<file path="src/rtl/qpu_exu_longpwbck_pkg.sv">
// Shared QPU widths, measurement FSM encoding and timeout default for the long-pipe writeback.
// QPU_MEAS_TMO_EN (optional macro) enables the measurement timeout in qpu_exu_longpwbck.
`ifndef QPU_QUBIT_NUM
`define QPU_QUBIT_NUM 5
`endif
`ifndef QPU_XLEN
`define QPU_XLEN 32
`endif
`ifndef QPU_RFIDX_REAL_WIDTH
`define QPU_RFIDX_REAL_WIDTH 5
`endif

package qpu_exu_longpwbck_pkg;

  typedef enum logic [1:0] {
    MS_IDLE    = 2'd0,
    MS_COLLECT = 2'd1,
    MS_WBCK    = 2'd2
  } meas_state_e;

  localparam int QPU_TMO_CYC_DEF = 1024;

endpackage

</file>
<file path="src/rtl/qpu_exu_longpwbck_buf.sv">
// Single-entry classical result buffer; one cycle from accept to writeback request.
// Refuses new results while occupied or while the OITF is empty.
module qpu_exu_longpwbck_buf #(
  parameter int XLEN = 32,
  parameter int RFW  = 5
) (
  input  logic            clk,
  input  logic            rst,
  input  logic            in_vld,
  output logic            in_rdy,
  input  logic [XLEN-1:0] in_wdat,
  input  logic [RFW-1:0]  in_rdidx,
  input  logic            in_rdwen,
  input  logic            oitf_empty,
  output logic            out_vld,
  input  logic            out_rdy,
  output logic [XLEN-1:0] out_wdat,
  output logic [RFW-1:0]  out_rdidx,
  output logic            ret_ena
);

  logic            buf_vld_q, buf_vld_d;
  logic            buf_rdwen_q, buf_rdwen_d;
  logic [XLEN-1:0] buf_wdat_q, buf_wdat_d;
  logic [RFW-1:0]  buf_rdidx_q, buf_rdidx_d;

  always_comb begin
    buf_vld_d   = buf_vld_q;
    buf_rdwen_d = buf_rdwen_q;
    buf_wdat_d  = buf_wdat_q;
    buf_rdidx_d = buf_rdidx_q;
    in_rdy      = ~rst & ~buf_vld_q & ~oitf_empty;
    // Entries that do not write the register file retire on their first buffered cycle.
    ret_ena     = ~rst & buf_vld_q & (~buf_rdwen_q | out_rdy);
    out_vld     = ~rst & buf_vld_q & buf_rdwen_q;
    if (ret_ena) begin
      buf_vld_d = 1'b0;
    end
    if (in_vld & in_rdy) begin
      buf_vld_d   = 1'b1;
      buf_rdwen_d = in_rdwen;
      buf_wdat_d  = in_wdat;
      buf_rdidx_d = in_rdidx;
    end
  end

  always_ff @(posedge clk) begin
    if (rst) begin
      buf_vld_q   <= 1'b0;
      buf_rdwen_q <= 1'b0;
    end else begin
      buf_vld_q   <= buf_vld_d;
      buf_rdwen_q <= buf_rdwen_d;
    end
  end

  always_ff @(posedge clk) begin
    buf_wdat_q  <= buf_wdat_d;
    buf_rdidx_q <= buf_rdidx_d;
  end

  assign out_wdat  = buf_wdat_q;
  assign out_rdidx = buf_rdidx_q;

endmodule

</file>
<file path="src/rtl/qpu_exu_longpwbck.sv">
// Long-pipe writeback: classical result buffer plus measurement-vector collection FSM.
// Optional macro QPU_MEAS_TMO_EN adds a TMO_CYC-cycle collection timeout reported on mwbck_o_err.
module qpu_exu_longpwbck
  import qpu_exu_longpwbck_pkg::*;
#(
  parameter int QUBIT_NUM = `QPU_QUBIT_NUM,
  parameter int XLEN      = `QPU_XLEN,
  parameter int TMO_CYC   = QPU_TMO_CYC_DEF
) (
  input  logic                             clk,
  input  logic                             rst,
  input  logic                             lp_i_valid,
  output logic                             lp_i_ready,
  input  logic [XLEN-1:0]                  lp_i_wdat,
  input  logic                             oitf_empty,
  input  logic [`QPU_RFIDX_REAL_WIDTH-1:0] oitf_ret_rdidx,
  input  logic                             oitf_ret_rdwen,
  output logic                             oitf_ret_cl_ena,
  input  logic                             mf_vld,
  input  logic [QUBIT_NUM-1:0]             oitf_ret_mf,
  output logic                             oitf_ret_qf_ena,
  input  logic                             meas_i_valid,
  output logic                             meas_i_ready,
  input  logic [$clog2(QUBIT_NUM)-1:0]     meas_i_qidx,
  input  logic                             meas_i_res,
  output logic                             wbck_o_valid,
  input  logic                             wbck_o_ready,
  output logic [XLEN-1:0]                  wbck_o_wdat,
  output logic [`QPU_RFIDX_REAL_WIDTH-1:0] wbck_o_rdidx,
  output logic                             mwbck_o_valid,
  input  logic                             mwbck_o_ready,
  output logic [QUBIT_NUM-1:0]             mwbck_o_mask,
  output logic [QUBIT_NUM-1:0]             mwbck_o_res,
  output logic                             mwbck_o_err,
  output logic                             meas_stray
);

  localparam int QW = $clog2(QUBIT_NUM);

  if (TMO_CYC < 2) begin : g_tmo_cyc_invalid
    $error("TMO_CYC must be at least 2");
  end

  qpu_exu_longpwbck_buf #(
    .XLEN (XLEN),
    .RFW  (`QPU_RFIDX_REAL_WIDTH)
  ) u_buf (
    .clk        (clk),
    .rst        (rst),
    .in_vld     (lp_i_valid),
    .in_rdy     (lp_i_ready),
    .in_wdat    (lp_i_wdat),
    .in_rdidx   (oitf_ret_rdidx),
    .in_rdwen   (oitf_ret_rdwen),
    .oitf_empty (oitf_empty),
    .out_vld    (wbck_o_valid),
    .out_rdy    (wbck_o_ready),
    .out_wdat   (wbck_o_wdat),
    .out_rdidx  (wbck_o_rdidx),
    .ret_ena    (oitf_ret_cl_ena)
  );

  meas_state_e          state_q, state_d;
  logic [QUBIT_NUM-1:0] pend_q, pend_d;
  logic [QUBIT_NUM-1:0] mask_q, mask_d;
  logic [QUBIT_NUM-1:0] res_q, res_d;
  logic [QUBIT_NUM-1:0] hit;

`ifdef QPU_MEAS_TMO_EN
  localparam int CW = $clog2(TMO_CYC);
  localparam logic [CW-1:0] TMO_LAST = CW'(TMO_CYC - 1);
  logic [CW-1:0] cnt_q, cnt_d;
  logic          err_q, err_d;
`endif

  always_comb begin
    state_d         = state_q;
    pend_d          = pend_q;
    mask_d          = mask_q;
    res_d           = res_q;
    meas_i_ready    = 1'b0;
    mwbck_o_valid   = 1'b0;
    oitf_ret_qf_ena = 1'b0;
    meas_stray      = 1'b0;
`ifdef QPU_MEAS_TMO_EN
    cnt_d           = cnt_q;
    err_d           = err_q;
`endif
    // Out-of-range indices match no bit, so they fall through to the stray path.
    hit = '0;
    for (int i = 0; i < QUBIT_NUM; i++) begin
      hit[i] = (meas_i_qidx == QW'(i));
    end
    unique case (state_q)
      MS_IDLE: begin
        if (mf_vld) begin
          pend_d  = oitf_ret_mf;
          mask_d  = oitf_ret_mf;
          res_d   = '0;
          state_d = (oitf_ret_mf == '0) ? MS_WBCK : MS_COLLECT;
`ifdef QPU_MEAS_TMO_EN
          cnt_d   = '0;
          err_d   = 1'b0;
`endif
        end
      end
      MS_COLLECT: begin
        meas_i_ready = 1'b1;
`ifdef QPU_MEAS_TMO_EN
        cnt_d = cnt_q + 1'b1;
`endif
        if (meas_i_valid) begin
          if (|(hit & pend_q)) begin
            pend_d = pend_q & ~hit;
            res_d  = (res_q & ~hit) | (hit & {QUBIT_NUM{meas_i_res}});
          end else begin
            meas_stray = 1'b1;
          end
        end
        if (pend_d == '0) begin
          state_d = MS_WBCK;
        end
`ifdef QPU_MEAS_TMO_EN
        else if (cnt_q == TMO_LAST) begin
          state_d = MS_WBCK;
          err_d   = 1'b1;
        end
`endif
      end
      MS_WBCK: begin
        mwbck_o_valid = 1'b1;
        if (mwbck_o_ready) begin
          oitf_ret_qf_ena = 1'b1;
          state_d         = MS_IDLE;
        end
      end
      default: state_d = MS_IDLE;
    endcase
    if (rst) begin
      meas_i_ready    = 1'b0;
      mwbck_o_valid   = 1'b0;
      oitf_ret_qf_ena = 1'b0;
      meas_stray      = 1'b0;
    end
  end

  always_ff @(posedge clk) begin
    if (rst) begin
      state_q <= MS_IDLE;
      pend_q  <= '0;
      mask_q  <= '0;
      res_q   <= '0;
    end else begin
      state_q <= state_d;
      pend_q  <= pend_d;
      mask_q  <= mask_d;
      res_q   <= res_d;
    end
  end

`ifdef QPU_MEAS_TMO_EN
  always_ff @(posedge clk) begin
    if (rst) begin
      cnt_q <= '0;
      err_q <= 1'b0;
    end else begin
      cnt_q <= cnt_d;
      err_q <= err_d;
    end
  end
  assign mwbck_o_err = err_q;
`else
  assign mwbck_o_err = 1'b0;
`endif

  assign mwbck_o_mask = mask_q;
  assign mwbck_o_res  = res_q;

endmodule
</file>
<file path="config.mk">
export PLATFORM = sky130hd
export DESIGN_NAME = qpu_exu_longpwbck
export DESIGN_NICKNAME = d
export VERILOG_FILES = /design/src/rtl/qpu_exu_longpwbck_pkg.sv /design/src/rtl/qpu_exu_longpwbck_buf.sv /design/src/rtl/qpu_exu_longpwbck.sv
export SDC_FILE = /design/constraint.sdc
export NUM_CORES = 1
export LEC_CHECK = 0
export CORE_AREA = 4 4 71 86
export CTS_CLUSTER_SIZE = 8
export DETAILED_ROUTE_END_ITERATION = 16
export DIE_AREA = 0 0 75 90
export PLACE_DENSITY = 0.82
export SETUP_SLACK_MARGIN = 0.5
export SYNTH_ARGS = -nofsm -noshare
export SYNTH_HDL_FRONTEND = slang
export SYNTH_SLANG_ARGS = --single-unit
</file>
<file path="constraint.sdc">
create_clock -name clk -period 3.6 [get_ports clk]
set_input_delay 0.9 -clock clk [delete_from_list [all_inputs] [get_ports clk]]
set_output_delay 0.9 -clock clk [all_outputs]
set_load 0.05 [all_outputs]
</file>
==> out/qor.txt <==
ys flop type: edfxtp_1
crit path launch: meas_i_qidx[1]
status: finished clean
vias post-DR: 1696
TritonRoute pass-1 iters: 4
Mapped Cells: 163
CTS root buf: clkbuf_8
share of flip-flops with an asynchronous set or reset: 0
total setup buffers inserted after CTS: 0
via/cell ratio: 5.05
# IOs: 110
Synth warnings: 0
worst r2r src: state_q[0]$_SDFFE_PP0P_
initial antenna violation count: 0
global-route wire length before repair: 8510 um
DP HPWL: 4520 um
Leak Pwr: 1.23 nW
RSZ-0062 raised after global routing: false
TNS Setup: 0 ps
Worst EP arrival: 2150 ps
final worst-path cycle share: 0.848
ANT nets after route: 0
crit path cell chain: clkdlybuf4s15_2 -> and3b_2 -> a22o_4 -> nor4b_4 -> buf_12
clock sinks: 56
Setup crit end: meas_stray
CP max-delay cell: a22o_4
r2r worst-path depth: 5
leading area contributor after synthesis: edfxtp_1
Final Power: 1.45 mW
Seq/Total Area, Yosys: 0.695
Final Skew: 7.13 ps
number of cell rows: 29
final WL: 5720 um
PortBufs: 108
Die W: 75 um
CTS buffer count: 5
reg2reg setup slack: 1940 ps
DRC Markers: 0
Final Slew Violations: 0
placer congestion estimate: 0.886
Yosys reg bits: 56
latest clock arrival within the worst-skew pair: 300 ps
Final Net Count: 328
Area Growth Syn to Fin: 62.8%
number of synthesized flops with an enable pin: 37
Crit. path cell count: 5
Worst Setup Start Kind: primary input
Finish-stage setup viols: 0
reg-to-reg endpoint: mwbck_o_res[1]$_SDFFE_PP0P_
most frequent cell after synthesis: edfxtp_1
Crit Path Class: in2out
Slew @ Worst Pin: 533 ps
Synth top cells by count: 37 x edfxtp_1, 22 x nand2_1, 19 x dfxtp_1
fmax: 327 MHz
layout cells sized above 1: 0.124
largest net degree at the start of global routing: 32
Die ar.: 6750 um^2
syn avg cell area: 13.2 um^2
crit path max fanout: 11
pwr dens: 414 nW/um^2
synthesized cell area: 2150 um^2
ANT cells: 0
post-synth cell types: 38
Die H: 90 um
Hold Fails Final Rpt: 0
H-Tree Depth: 2
post-layout min period: 3050 ps
Slowest Stage Delay on Critical Path: 280 ps
worst path bufs/invs: 2
Initial DRC Count: 59
worst min-delay path class: reg2reg
post-layout util: 0.664
gr usage total: 0.164
kind of end point of the critical path: output port
Clock Pin Slew Worst Setup and Hold Paths: 100 ps
Area contributors post-synth: edfxtp_1 52%, dfxtp_1 18%, nand2_1 3.8%, mux2i_1 2.3%, nor2_1 2.3%
Initial Util: 0.408
Congestion Overflow GR: 0
IR drop worst, VDD: 0.239 mV
CTS tree: built
CP top delay family: simple AND/OR/NAND/NOR gates
Core ar.: 5260 um^2
wire per inst: 17.0 um
slew margin rel.: 0.644
vias in the first global route: 1650
post-synth net total: 218
max-cap viol count: 0
post-synth top area share: 0.517
Required @ worst endpoint: 2700 ps
number of buffers on the longest clock path: 2
==> sequential cells by signal, summed over array words and instances (netlist names) <==
| register | flops |
|---|---|
| state_q | 2 |
| u_buf.out_wdat | 32 |
| mwbck_o_res | 5 |
| u_buf.buf_rdwen_q | 1 |
| mwbck_o_mask | 5 |
| pend_q | 5 |
| u_buf.buf_vld_q | 1 |
| u_buf.out_rdidx | 5 |
==> how the worst min path moves through the flow <==
| stage | start | endpoint | slack (ps) | cells past startpoint |
|---|---|---|---|---|
| after global routing | mwbck_o_res[3]$_SDFFE_PP0P_ | mwbck_o_res[3]$_SDFFE_PP0P_ | 490 | 2 |
| after detailed placement | mwbck_o_res[1]$_SDFFE_PP0P_ | mwbck_o_res[1]$_SDFFE_PP0P_ | 450 | 2 |
| after floorplan | u_buf.buf_rdwen_q$_SDFFE_PP0P_ | u_buf.buf_rdwen_q$_SDFFE_PP0P_ | 460 | 2 |
| after global placement | mwbck_o_mask[3]$_SDFFE_PP0P_ | mwbck_o_mask[3]$_SDFFE_PP0P_ | 450 | 2 |
| final | mwbck_o_mask[4]$_SDFFE_PP0P_ | mwbck_o_mask[4]$_SDFFE_PP0P_ | 470 | 2 |
| after CTS | mwbck_o_mask[4]$_SDFFE_PP0P_ | mwbck_o_mask[4]$_SDFFE_PP0P_ | 470 | 2 |
==> power by group <==
group          switching [mW]  total (mW)  internal (mW)  leakage (nW)
combinational           0.192       0.353          0.162         0.689
clock                   0.205       0.344          0.139        0.0445
sequential             0.0277       0.749          0.721         0.494
total                   0.424        1.45           1.02          1.23
==> worst reg2reg max path, delay by kind of cell (launching register included) <==
kind | cells | cell delay, ps
DFF | 1 | 530
muxes | 1 | 160
and+or+nand+nor | 4 | 910
==> through the flow <==
stage                     hold slack (ps)  setup slack (ps)  area (um^2)  instances
after detailed placement              448               160         3410        328
after CTS                             469               427         3500        336
final                                 466               546         3500        336
after global placement                447               179         3410        328
after global routing                  490               504         3500        336
after floorplan                       462               502         2180        163
==> final cells by class <==
type,count,area (um^2)
clock buffers,5,68.8
flip-flops and latches,56,1490
clock inverters,3,21.3
fillers,384,1770
inverters,2,11.3
well taps,62,77.6
multi-input cells,96,642
repair buffers,112,1180
==> per-layer routing <==
layer	global-route usage	up-vias	share of wire	wire length, um
met5	0	-	0	0
met4	0.0445	0	0.0066	38
met3	0.0636	2	0.13	725
met2	0.265	87	0.48	2750
met1	0.202	792	0.39	2210
li1	-	815	-	-
==> kinds of logic (layout without fill, tap and decap cells) <==
group,count (synthesis),in the layout,share of synthesized area
DFF,56,56,0.695
muxes,7,7,0.0355
other,1,1,0.00175
and+or+nand+nor,66,66,0.161
AOI/OAI and AO/OA,22,22,0.0828
buffers and inverters,11,122,0.0245
==> placed cells by master, fill, tap and decap left out, drive strengths merged, types with 2 or more instances in the layout <==
cell and n:
buf 11, o21a 3, nor2b 2, mux2 2, nor3b 4, nor2 13, o21ai 2, dfxtp 19
edfxtp 37, clkdlybuf4s50 97, nand3b 2, a221oi 3, nand2 22, clkbuf 7, clkinvlp 2, a21oi 6
and2 3, nor3 6, nor4b 3, o32a 2, mux2i 5, and3b 2, nand2b 5, inv 2
==> what timing repair did <==
item	4_1_cts	5_1_grt
endpoints found under the setup margin	5	1
pin swaps	0	2
gates resized for setup	8	7
hold buffers	0	0
Note: power is estimated with default switching activity, not from simulation.
